## src/rtl/audio_pkg.sv

```systemverilog
// rtl/audio_pkg.sv - shared widths, LFO clamp limit and FSM state type for the tremolo block
package audio_pkg;

    localparam int SAMPLE_W = 16;
    localparam int LFO_W    = 32;
    localparam int GAIN_W   = 16;

    localparam logic signed [LFO_W-1:0] LFO_LIM = 32'sh4000_0000;

    typedef enum logic [1:0] {
        S_IDLE,
        S_GAIN,
        S_MUL,
        S_OUT
    } tremolo_state_t;

endpackage

```

## src/rtl/tremolo_gain.sv

```systemverilog
// rtl/tremolo_gain.sv - combinational map from (lfo, depth) to a Q0.16 gain
module tremolo_gain
    import audio_pkg::*;
(
    input  logic signed [LFO_W-1:0]  lfo_i,
    input  logic        [3:0]        depth_i,
    output logic        [GAIN_W-1:0] gain_o
);

    logic signed [LFO_W-1:0] lfo_c;
    logic        [LFO_W-1:0] offs;
    logic        [16:0]      u;
    logic        [15:0]      u_sat;
    logic        [15:0]      a;
    logic        [19:0]      scaled;

    always_comb begin
        lfo_c = lfo_i;
        if (lfo_i > LFO_LIM) begin
            lfo_c = LFO_LIM;
        end else if (lfo_i < -LFO_LIM) begin
            lfo_c = -LFO_LIM;
        end
        // Offset range is 0..2^31, so the unsigned view never wraps.
        offs   = lfo_c + LFO_LIM;
        u      = 17'(offs >> 15);
        u_sat  = u[16] ? 16'hFFFF : u[15:0];
        a      = 16'hFFFF - u_sat;
        scaled = 20'(a) * 20'(depth_i);
        gain_o = 16'hFFFF - 16'(scaled >> 4);
    end

endmodule

```

## src/rtl/lfo_tremolo.sv

```systemverilog
// rtl/lfo_tremolo.sv - LFO-driven tremolo gain stage with valid/ready on both sides
module lfo_tremolo
    import audio_pkg::*;
(
    input  logic                       i_clk,
    input  logic                       i_rst_n,
    input  logic                       i_start,
    input  logic        [3:0]          i_depth,
    input  logic signed [LFO_W-1:0]    i_lfo,
    input  logic signed [SAMPLE_W-1:0] i_sample,
    input  logic                       i_sample_valid,
    output logic                       o_sample_ready,
    output logic signed [SAMPLE_W-1:0] o_sample,
    output logic                       o_sample_valid,
    input  logic                       i_sample_ready
);

    tremolo_state_t             state_q;
    logic signed [SAMPLE_W-1:0] sample_q;
    logic signed [LFO_W-1:0]    lfo_q;
    logic        [3:0]          depth_q;
    logic                       bypass_q;
    logic        [GAIN_W-1:0]   gain_q;
    logic signed [SAMPLE_W-1:0] out_q;
    logic                       valid_q;
    logic                       ready_q;

    logic        [GAIN_W-1:0]   gain_d;
    logic signed [33:0]         prod;
    logic signed [33:0]         rnd;
    logic signed [17:0]         y_wide;
    logic signed [SAMPLE_W-1:0] y_d;

    tremolo_gain u_gain (
        .lfo_i   (lfo_q),
        .depth_i (depth_q),
        .gain_o  (gain_d)
    );

    always_comb begin
        prod   = $signed({{18{sample_q[SAMPLE_W-1]}}, sample_q}) * $signed({18'b0, gain_q});
        rnd    = prod + 34'sd32768;
        y_wide = 18'(rnd >>> 16);
        if (bypass_q) begin
            y_d = sample_q;
        end else if (y_wide > 18'sd32767) begin
            y_d = 16'sh7FFF;
        end else if (y_wide < -18'sd32768) begin
            y_d = 16'sh8000;
        end else begin
            y_d = y_wide[SAMPLE_W-1:0];
        end
    end

    always_ff @(posedge i_clk or negedge i_rst_n) begin
        if (!i_rst_n) begin
            state_q  <= S_IDLE;
            sample_q <= '0;
            lfo_q    <= '0;
            depth_q  <= '0;
            bypass_q <= 1'b0;
            gain_q   <= '0;
            out_q    <= '0;
            valid_q  <= 1'b0;
            ready_q  <= 1'b1;
        end else begin
            case (state_q)
                S_IDLE: begin
                    if (i_sample_valid && ready_q) begin
                        sample_q <= i_sample;
                        lfo_q    <= i_lfo;
                        depth_q  <= i_depth;
                        bypass_q <= !i_start;
                        ready_q  <= 1'b0;
                        state_q  <= S_GAIN;
                    end
                end
                S_GAIN: begin
                    gain_q  <= gain_d;
                    state_q <= S_MUL;
                end
                S_MUL: begin
                    out_q   <= y_d;
                    valid_q <= 1'b1;
                    state_q <= S_OUT;
                end
                S_OUT: begin
                    if (i_sample_ready) begin
                        valid_q <= 1'b0;
                        ready_q <= 1'b1;
                        state_q <= S_IDLE;
                    end
                end
                default: begin
                    valid_q <= 1'b0;
                    ready_q <= 1'b1;
                    state_q <= S_IDLE;
                end
            endcase
        end
    end

    assign o_sample       = out_q;
    assign o_sample_valid = valid_q;
    assign o_sample_ready = ready_q;

endmodule
```

## config.mk

```make
export PLATFORM = sky130hd
export DESIGN_NAME = lfo_tremolo
export DESIGN_NICKNAME = d
export VERILOG_FILES = /design/src/rtl/audio_pkg.sv /design/src/rtl/tremolo_gain.sv /design/src/rtl/lfo_tremolo.sv
export SDC_FILE = /design/constraint.sdc
export NUM_CORES = 1
export LEC_CHECK = 0
export CORE_AREA = 3 3 142 248
export CTS_CLUSTER_DIAMETER = 50
export DETAILED_ROUTE_END_ITERATION = 8
export DIE_AREA = 0 0 145 251
export PLACE_DENSITY = 0.69
export SETUP_SLACK_MARGIN = 0.3
export SYNTH_ARGS = -nofsm -noshare
export SYNTH_HDL_FRONTEND = slang
export SYNTH_SLANG_ARGS = --single-unit
```

## constraint.sdc

```tcl
create_clock -name i_clk -period 9.2 [get_ports i_clk]
set_clock_uncertainty 0.15 [all_clocks]
set_input_delay 1.84 -clock i_clk [delete_from_list [all_inputs] [get_ports i_clk]]
set_output_delay 1.84 -clock i_clk [all_outputs]
set_load 0.02 [all_outputs]
```

==> flow_metrics.py, run 1 <==
metrics = {
    "cts": {
        "cts_max_path_buffers": 2,
        "cts_inserted_buffers": 9,
        "clk_latency_ps": 350,
        "cts_root_buf": "clkbuf_16",
        "numClockSinks": 74,
        "holdBufCountCts": 0,
        "clkTransAtPathRegs_ps": 60,
        "htree_levels": 3,
        "cts_setup_buffers": 0,
        "cts_tree": "done",
        "post_cts_resized": 0,
    },
    "floorplanning": {
        "rows": 89,
        "die_w_um": 145,
        "die-area_um2": 36400,
        "start_util_pct": 39.7,
        "design.core.area_um2": 33500,
        "pin_count": 75,
        "fp.dieH_um": 251,
    },
    "timing": {
        "worstMarginPinSlew_ps": 1070,
        "hold_viol_final": 0,
        "tns_ps": 0,
        "final-max-slew-violation-count": 0,
        "rsz0062_at_grt": "no",
        "whs_ps": 332,
        "setup_violations": 0,
        "fin_crit_sh_pct": 81.3,
        "slew_headroom_pct": 28.6,
        "max_freq_mhz": 134,
        "post-route-min-period_ps": 7480,
    },
    "setup_path": {
        "rr_endpoint": "o_sample[3]$_DFFE_PN0P_",
        "cp_data_required_time_ps": 9280,
        "crit_type": "reg2reg",
        "crit_path_end_kind": "flip-flop",
        "worstSetupEndpoint": "o_sample[3]$_DFFE_PN0P_",
        "crit_arrival_ps": 7560,
        "startpoint": "sample_q[10]$_DFFE_PN0P_",
        "reg2regPathDepth": 20,
        "r2r_slack_ps": 1720,
        "reg2reg_from": "sample_q[10]$_DFFE_PN0P_",
        "cp_max_fo": 18,
        "startpoint_type": "flip-flop",
    },
    "finish": {
        "drive_above_1_share_pct": 5.61,
        "antennaDiodeCount": 0,
        "regArea_um2": 1850,
        "multi_input_area_um2": 10200,
        "finalNonFillerCells": 1934,
        "fillers": 3242,
        "design_area_um2": 14600,
        "area_delta_synth_final_pct": 9.76,
        "finalNetCount": 1902,
    },
    "detailed_routing": {
        "wirelength_um": 32000,
        "firstDrtPassIters": 4,
        "ant_nets": 0,
        "drt_iter0_drc": 327,
        "drt-vias-per-instance": 5.17,
        "route.vias.total": 9994,
        "drc_errors": 0,
        "wire_per_inst_um": 16.5,
    },
    "yosys": {
        "async_flop_share_pct": 100,
        "synth_area_leaders": "fa_1 33%, ha_1 14%, dfrtp_1 14%",
        "synth_cell_types": 46,
        "synth_edf_count": 0,
        "ys_warn_count": 0,
        "synth_ff_type": "dfrtp_1",
        "synth-seq-cells": 74,
        "syn_avg_cell_area_um2": 9.17,
        "synth-seq-area-share_pct": 13.9,
        "yosys.area.top_type_share_pct": 33.1,
        "syn-cell-area_um2": 13300,
        "syn_inst": 1452,
        "syn-num-nets": 1880,
        "yosys.area.top_type": "fa_1",
    },
    "outcome": {
        "status": "complete, no violations",
    },
    "power": {
        "max-vdd-ir-drop_mv": 0.0961,
        "p_leak_uw": 0.00774,
        "powerDensity_nw_per_um2": 48.8,
    },
    "global_routing": {
        "antenna_found_initial": 0,
        "first_global_vias": 11000,
        "grt_overflow": 0,
        "grt_usage_pct": 18.2,
        "grt_pass1_wl_um": 53100,
        "grt_start_max_net_pins": 75,
    },
    "placement": {
        "port-buffer-count": 59,
        "place.gp.congestion": 0.884,
        "dp_cells": 1918,
        "hpwlAfterDp_um": 25400,
        "placed_area_um2": 14300,
    },
    "worst_hold_path": {
        "hold_path.class": "reg2reg",
    },
    "job": {
        "drv_cap": 0,
    },
}
[Yosys cell counts, types with 17 or more instances]
cell type and count:
o21ai_0 52, clkbuf_1 52, fa_1 220, nand2_1 181
ha_1 151, inv_1 278, nor2_1 34, mux2_2 39
a21o_1 20, dfrtp_1 73, a21oi_1 55, or3_1 18
nor2b_1 17, and2_1 138
[area by class of cell]
type,instances,area share (%)
Timing Repair Buffer,67,4.44
Multi-Input combinational cell,1044,69.8
Inverter,278,7.14
Tap cell,455,3.90
Sequential cell,74,12.7
Clock inverter,6,0.454
Clock buffer,10,1.57
[sequential cells by signal (all words and copies together), names as in the netlist]
| name | flops |
|---|---|
| depth_q | 4 |
| o_sample_valid | 1 |
| bypass_q | 1 |
| state_q | 2 |
| gain_q | 16 |
| o_sample | 16 |
| o_sample_ready | 1 |
| sample_q | 16 |
| lfo_q | 17 |
[power breakdown]
group	switching (uW)	internal, uW
sequential	0	325
combinational	9.30	15.1
clock	152	211
total	162	552
[cell usage in the layout, fill, tap and decap left out, types with 3 or more instances in the layout]
cell type        count
xnor2_1             12
clkdlybuf4s50_1     58
mux2_2              39
o21ai_1              3
a21oi_1             55
a211oi_1             5
nand3_1              7
nor2b_1             17
a21oi_2             12
ha_1               151
nand4_1              7
and2_1             138
xor2_1              12
o21bai_1             4
o21a_1               7
buf_4                9
o21ai_0             52
nand2_1            181
inv_1              278
fa_1               220
nor3_1               9
a21o_1              20
dfrtp_1             73
nor2_1              34
clkbuf_16            9
nand2b_1            12
or3_1               18
a31oi_1              6
[logic make-up (layout without fill, tap and decap cells)]
group                    count (synthesis)  in the layout  synth area share [%]
flip-flops                              74             74                  13.9
multiplexers                            39             39                  3.30
buffers and inverters                  334            361                  9.49
AO/OA/AOI/OAI                          179            179                  8.35
AND/OR/NAND/NOR                        431            431                  16.1
adder cells (fa/ha/maj)                371            371                  47.3
XOR/XNOR                                24             24                  1.58
[critical path, stage by stage (launching register included)]
cell	delay [ps]
dfrtp_1	1050
nand2_1	200
fa_1	600
inv_1	70
fa_1	560
fa_1	430
fa_1	460
fa_1	490
inv_1	50
fa_1	490
inv_1	40
ha_1	350
a21o_1	190
a31oi_1	250
nand3_1	180
o21a_4	250
o31a_1	280
or4_2	570
a21oi_1	220
o311a_4	340
a21oi_1	100
[metal layers]
layer	wire length, um	vias to the layer above	GRT usage [%]	part of all wire [%]
met5	0	-	0	0
met4	1940	0	11.0	6.1
met3	815	117	1.48	2.5
met2	18800	230	37.0	59
met1	10400	5106	17.3	33
li1	-	4541	-	-
[worst min path at each step]
stage,slack [ps],start,end,cells past startpoint
5_1_grt,360,o_sample[15]$_DFFE_PN0P_,o_sample[15]$_DFFE_PN0P_,1
3_5_place_dp,330,bypass_q$_DFFE_PN0P_,bypass_q$_DFFE_PN0P_,2
6_report,330,bypass_q$_DFFE_PN0P_,bypass_q$_DFFE_PN0P_,2
4_1_cts,340,bypass_q$_DFFE_PN0P_,bypass_q$_DFFE_PN0P_,2
2_1_floorplan,300,bypass_q$_DFFE_PN0P_,bypass_q$_DFFE_PN0P_,2
3_3_place_gp,320,bypass_q$_DFFE_PN0P_,bypass_q$_DFFE_PN0P_,2
[stage by stage]
step / util (%) / total power [uW] / setup slack [ps]
after floorplan: - / 332 / 2440
after global placement: 42.7 / 356 / 1910
after detailed placement: 42.7 / 357 / 1750
after CTS: 43.6 / 726 / 1700
after global routing: 43.6 / 735 / 1430
final: 43.6 / 713 / 1720
(Power assumes the default switching activity.)
==> inputs of run 2 (changes only) <==
--- a/config.mk
+++ b/config.mk
@@ -9,7 +9,7 @@
 export CTS_CLUSTER_DIAMETER = 50
 export DETAILED_ROUTE_END_ITERATION = 8
 export DIE_AREA = 0 0 145 251
-export PLACE_DENSITY = 0.69
+export PLACE_DENSITY = 0.71
 export SETUP_SLACK_MARGIN = 0.3
 export SYNTH_ARGS = -nofsm -noshare
 export SYNTH_HDL_FRONTEND = slang
==> constraint.sdc (replaced) <==
create_clock -name i_clk -period 6.6 [get_ports i_clk]
set_clock_uncertainty 0.15 [all_clocks]
set_input_delay 1.32 -clock i_clk [delete_from_list [all_inputs] [get_ports i_clk]]
set_output_delay 1.32 -clock i_clk [all_outputs]
set_load 0.02 [all_outputs]
==> run 2 against run 1 <==
- the run now ends with setup timing left
- worst setup slack worse by 1900 ps
- clock power up 58%
- non-clock buffer count up 102
- highest routed layer unchanged
- die area unchanged
- routed wire length up 8.2%
- final area up 8.6%
- largest power group unchanged
- hold slack worse by 3.4 ps
- first-iteration DRC count up 36%
- critical path depth up 7
==> flow_metrics.py, run 2 (synthesis results as in run 1) <==
metrics = {
    "timing": {
        "fin_ws_ps": -145,
        "max_freq_mhz": 148,
        "rsz0062_at_grt": "yes",
        "whs_ps": 329,
        "slew_headroom_pct": 29.4,
        "setup_violations": 16,
        "final-max-slew-violation-count": 0,
        "hold_viol_final": 0,
        "fin_crit_sh_pct": 102,
        "worstMarginPinSlew_ps": 1060,
        "post-route-min-period_ps": 6740,
    },
    "global_routing": {
        "grt_usage_pct": 19.5,
        "antenna_found_initial": 0,
        "first_global_vias": 11500,
        "grt_overflow": 0,
        "grt_pass1_wl_um": 56600,
        "grt_start_max_net_pins": 75,
    },
    "finish": {
        "drive_above_1_share_pct": 16.9,
        "largest_reg_flops": 17,
        "finalNonFillerCells": 2037,
        "antennaDiodeCount": 0,
        "final_cell_mix": "263 x inv_1, 209 x fa_1, 177 x nand2_1",
        "top_register": "lfo_q",
        "post-route-util_pct": 47.3,
        "final_common_cell": "inv_1",
        "area_delta_synth_final_pct": 19.2,
        "finalNetCount": 2005,
        "design_area_um2": 15900,
    },
    "power": {
        "powerDensity_nw_per_um2": 67.1,
        "max-vdd-ir-drop_mv": 0.156,
        "p_leak_uw": 0.00827,
    },
    "detailed_routing": {
        "wl_met3_um": 985,
        "drt-vias-per-instance": 5.15,
        "ant_nets": 0,
        "met2_length_um": 20000,
        "drt-met1-wl_um": 11200,
        "route.vias.total": 10500,
        "drc_errors": 0,
        "firstDrtPassIters": 5,
        "wirelength_um": 34600,
        "wire_per_inst_um": 17.0,
        "top_layer": "met4",
        "drt_iter0_drc": 444,
    },
    "setup_path": {
        "crit_arrival_ps": 6880,
        "r2r_slack_ps": -140,
        "startpoint_type": "flip-flop",
        "cp_max_fo": 7,
        "max_stage_delay_ps": 540,
        "cp_data_required_time_ps": 6730,
        "crit_path_end_kind": "flip-flop",
        "worst_path_max_delay_cell": "fa_2",
        "crit_type": "reg2reg",
    },
    "cts": {
        "cts_max_path_buffers": 2,
        "clkTransAtPathRegs_ps": 60,
        "cts_inserted_buffers": 9,
        "cts_root_buf": "clkbuf_16",
        "clk_latency_ps": 360,
        "cts_tree": "done",
        "htree_levels": 3,
        "numClockSinks": 74,
        "holdBufCountCts": 0,
    },
    "placement": {
        "place_ws_ps": -293,
        "port-buffer-count": 59,
        "hpwlAfterDp_um": 28000,
        "placed_area_um2": 15100,
        "place.gp.congestion": 0.891,
        "dp_cells": 1998,
    },
    "outcome": {
        "failed_checks": "setup timing",
        "status": "finished, violations left",
    },
    "floorplanning": {
        "die_w_um": 145,
        "start_util_pct": 39.7,
        "die-area_um2": 36400,
        "pin_count": 75,
        "fp.dieH_um": 251,
        "design.core.area_um2": 33500,
        "rows": 89,
    },
    "worst_hold_path": {
        "hold_path.class": "reg2reg",
    },
    "job": {
        "drv_cap": 0,
    },
}
-- run 2: metrics by stage --
step / setup TNS, ps / total power [uW]
after floorplan: 0 / 463
after global placement: -3580 / 497
after detailed placement: -4210 / 498
after CTS: -700 / 1080
after global routing: -4880 / 1090
final: -1630 / 1060
-- run 2: per-layer routing --
metal / vias up / track usage, %
li1: 4755 / -
met1: 5326 / 18.7
met2: 281 / 39.1
met3: 132 / 1.80
met4: 0 / 12.3
met5: - / 0
-- run 2: timing repair --
action | CTS | global route
endpoints found under the setup margin | 16 | 16
pin swaps | 30 | 34
buffers inserted | 15 | 5
gates resized for setup | 71 | 34
gates cloned | 2 | 1
-- run 2: final cells by class --
| type | instances | area (um2) |
|---|---|---|
| sequential | 74 | 1880 |
| timing repair buffer | 169 | 1540 |
| tap | 455 | 569 |
| clock inverter | 4 | 72.6 |
| inverter | 278 | 1040 |
| multi-input combinational | 1045 | 10500 |
| clock buffer | 12 | 267 |
| fill | 3090 | 17700 |
-- run 2: report_power, final --
| group | leakage (uW) | switching, uW | internal, uW |
|---|---|---|---|
| Sequential | 0.000995 | 0 | 454 |
| Combinational | 0.00711 | 14.4 | 21.2 |
| Clock | 0.000165 | 214 | 362 |
| Total | 0.00827 | 228 | 836 |
-- run 2: path summary, 6_finish.rpt --
path                                         start                         end  cells after the start
max reg2reg                sample_q[5]$_DFFE_PN0P_     o_sample[4]$_DFFE_PN0P_                     27
max                        sample_q[5]$_DFFE_PN0P_     o_sample[4]$_DFFE_PN0P_                     27
max in group asynchronous                  i_rst_n       gain_q[6]$_DFFE_PN0N_                      1
min reg2reg                   bypass_q$_DFFE_PN0P_        bypass_q$_DFFE_PN0P_                      2
min                           bypass_q$_DFFE_PN0P_        bypass_q$_DFFE_PN0P_                      2
min in group asynchronous                  i_rst_n  o_sample_valid$_DFFE_PN0P_                      1
-- run 2: critical path, delay by kind of cell, from the launching register on --
family | cells | cell delay (ps)
flip-flops | 1 | 410
adder cells (fa/ha/maj) | 7 | 3130
AO/OA/AOI/OAI | 7 | 1470
AND/OR/NAND/NOR | 4 | 550
buffers and inverters | 9 | 950
==> inputs of run 3 (changes only) <==
--- a/config.mk
+++ b/config.mk
@@ -5,6 +5,7 @@
 export SDC_FILE = /design/constraint.sdc
 export NUM_CORES = 1
 export LEC_CHECK = 0
+export CAP_MARGIN = 40
 export CORE_AREA = 3 3 142 248
 export CTS_CLUSTER_DIAMETER = 50
 export DETAILED_ROUTE_END_ITERATION = 8
==> run 3 against run 2 <==
- the run still ends with setup timing left
- critical path depth down 4
- highest routed layer unchanged
- largest cell class unchanged
- register-to-register slack improved by 20 ps
- sequential cell count did not move
- first-iteration DRC count increased by 12%
- critical endpoint is now o_sample[5]$_DFFE_PN0P_
- largest power group unchanged
- cell count about the same
- via count fell by 0.12%
- clock power down 19%
- hold slack better by 4.7 ps
- sequential power about the same
- combinational power up 5.9%
- worst setup slack improved by 16 ps
- final area fell by 0.28%
==> flow_metrics.py, run 3 (synthesis results as in run 1) <==
metrics = {
    "setup_path": {
        "startpoint": "sample_q[5]$_DFFE_PN0P_",
        "cp_data_required_time_ps": 6730,
        "rr_endpoint": "o_sample[5]$_DFFE_PN0P_",
        "crit_arrival_ps": 6860,
        "r2r_slack_ps": -130,
        "worstSetupEndpoint": "o_sample[5]$_DFFE_PN0P_",
        "cp_max_fo": 8,
        "critPathMostFrequentCell": "fa_1",
        "reg2regPathDepth": 23,
        "crit_cells": 23,
        "crit_type": "reg2reg",
        "max_stage_delay_ps": 530,
        "reg2reg_from": "sample_q[5]$_DFFE_PN0P_",
        "startpoint_type": "flip-flop",
        "path_cells": "buf_12 -> and2_1 -> fa_1 -> inv_1 -> fa_1 -> fa_1 -> inv_1 -> fa_1 -> fa_1 -> inv_1 -> fa_1 -> inv_1 -> ha_1 -> a21o_1 -> nor2b_1 -> a21oi_2 -> nand3_2 -> o21a_4 -> o31a_1 -> o21a_1 -> o311a_1 -> o311a_4 -> a21oi_2",
        "cp_num_buf_inv": 5,
        "crit_family": "adder cells",
        "crit_path_end_kind": "flip-flop",
        "worst_path_max_delay_cell": "fa_1",
    },
    "detailed_routing": {
        "firstDrtPassIters": 5,
        "drt_iter0_drc": 498,
        "drt-vias-per-instance": 5.14,
        "wire_per_inst_um": 17.0,
        "drc_errors": 0,
        "wirelength_um": 34700,
        "ant_nets": 0,
        "route.vias.total": 10500,
    },
    "finish": {
        "finalNetCount": 2006,
        "antennaDiodeCount": 0,
        "fillers": 3116,
        "final_common_cell": "inv_1",
        "drive_above_1_share_pct": 16.2,
        "final_cell_mix": "268 x inv_1, 213 x fa_1, 178 x nand2_1",
        "top_register": "lfo_q",
        "area_delta_synth_final_pct": 18.9,
        "post-route-util_pct": 47.2,
        "largest_reg_flops": 17,
    },
    "timing": {
        "rsz0062_at_grt": "yes",
        "final-max-slew-violation-count": 0,
        "fin_crit_sh_pct": 102,
        "post-route-min-period_ps": 6730,
        "worstMarginPinSlew_ps": 733,
        "whs_ps": 333,
        "max_freq_mhz": 149,
        "fin_ws_ps": -129,
        "hold_viol_final": 0,
        "setup_violations": 15,
        "tns_ps": -1540,
        "slew_headroom_pct": 51.1,
    },
    "power": {
        "max-vdd-ir-drop_mv": 0.162,
        "p_leak_uw": 0.00830,
        "powerDensity_nw_per_um2": 60.6,
        "power_uw": 959,
    },
    "global_routing": {
        "antenna_found_initial": 0,
        "grt_usage_pct": 19.4,
        "first_global_vias": 11400,
        "grt_overflow": 0,
        "grt_start_max_net_pins": 41,
        "grt_pass1_wl_um": 56400,
    },
    "cts": {
        "numClockSinks": 74,
        "cts_max_path_buffers": 2,
        "cts_tree": "done",
        "cts_inserted_buffers": 9,
        "holdBufCountCts": 0,
        "htree_levels": 3,
        "cts_root_buf": "clkbuf_16",
        "clkTransAtPathRegs_ps": 60,
        "clk_latency_ps": 370,
    },
    "floorplanning": {
        "design.core.area_um2": 33500,
        "rows": 89,
        "die-area_um2": 36400,
        "fp.dieH_um": 251,
        "start_util_pct": 39.7,
        "pin_count": 75,
        "die_w_um": 145,
    },
    "outcome": {
        "status": "finished, violations left",
        "failed_checks": "setup timing",
    },
    "placement": {
        "port-buffer-count": 59,
        "hpwlAfterDp_um": 28300,
        "place.gp.congestion": 0.891,
    },
    "worst_hold_path": {
        "hold_path.startpoint": "bypass_q$_DFFE_PN0P_",
        "hold_path.class": "reg2reg",
    },
    "job": {
        "drv_cap": 0,
    },
}
==> run 3: cell types whose count changed in the layout (fill, tap and decap cells not counted), sizes merged <==
cell | before | now
bufinv | 2 | 0
clkbuf | 12 | 11
clkdlybuf4s15 | 0 | 1
clkinv | 1 | 4
==> run 3: worst min path at each step <==
stage	to	slack, ps	depth (start not counted)
3_5_place_dp	bypass_q$_DFFE_PN0P_	320	2
4_1_cts	bypass_q$_DFFE_PN0P_	340	2
6_report	bypass_q$_DFFE_PN0P_	330	2
3_3_place_gp	bypass_q$_DFFE_PN0P_	320	2
2_1_floorplan	bypass_q$_DFFE_PN0P_	300	2
5_1_grt	lfo_q[24]$_DFFE_PN0P_	370	1
==> run 3: layout make-up <==
type / instances / area [um2] / share of cell area, %
clock buffer: 11 / 233 / 1.47
clock inverter: 5 / 31.3 / 0.198
inverter: 278 / 1040 / 6.59
multi-input combinational: 1045 / 10500 / 66.3
sequential: 74 / 1870 / 11.8
tap: 455 / 569 / 3.60
timing repair buffer: 170 / 1580 / 9.98
==> run 3: worst min-delay path, cell delays in order, from the launching register on <==
cell	delay, ps
dfrtp_1	340
nand2_1	50
o21ai_0	60
==> run 3: per-layer routing <==
| metal | vias to the layer above | part of all wire, % | global-route usage, % |
|---|---|---|---|
| met5 | - | 0 | 0 |
| met4 | 0 | 5.8 | 11.2 |
| met3 | 108 | 2.6 | 1.75 |
| met2 | 248 | 59 | 39.5 |
| met1 | 5354 | 33 | 18.6 |
| li1 | 4771 | - | - |
==> run 3: stage by stage <==
step / area [um2] / worst slack [ps] / cells
detailed placement: 15100 / -300 / 2000
CTS: 15700 / -121 / 2030
floorplan: 13500 / 182 / 1452
global route: 15800 / -329 / 2038
finish: 15800 / -129 / 2038
global placement: 15100 / -250 / 1998
==> run 3: timing repair <==
item	CTS	global route
endpoints found under the setup margin	16	16
gates cloned	2	1
pin swaps	31	35
buffers inserted	12	7
resized for setup	51	31
==> run 3: power breakdown <==
group	leakage [uW]	internal [uW]	switching, uW
Sequential	0.000997	454	0
Combinational	0.00718	22.9	14.7
Clock	0.000129	254	214
Total	0.00830	730	229
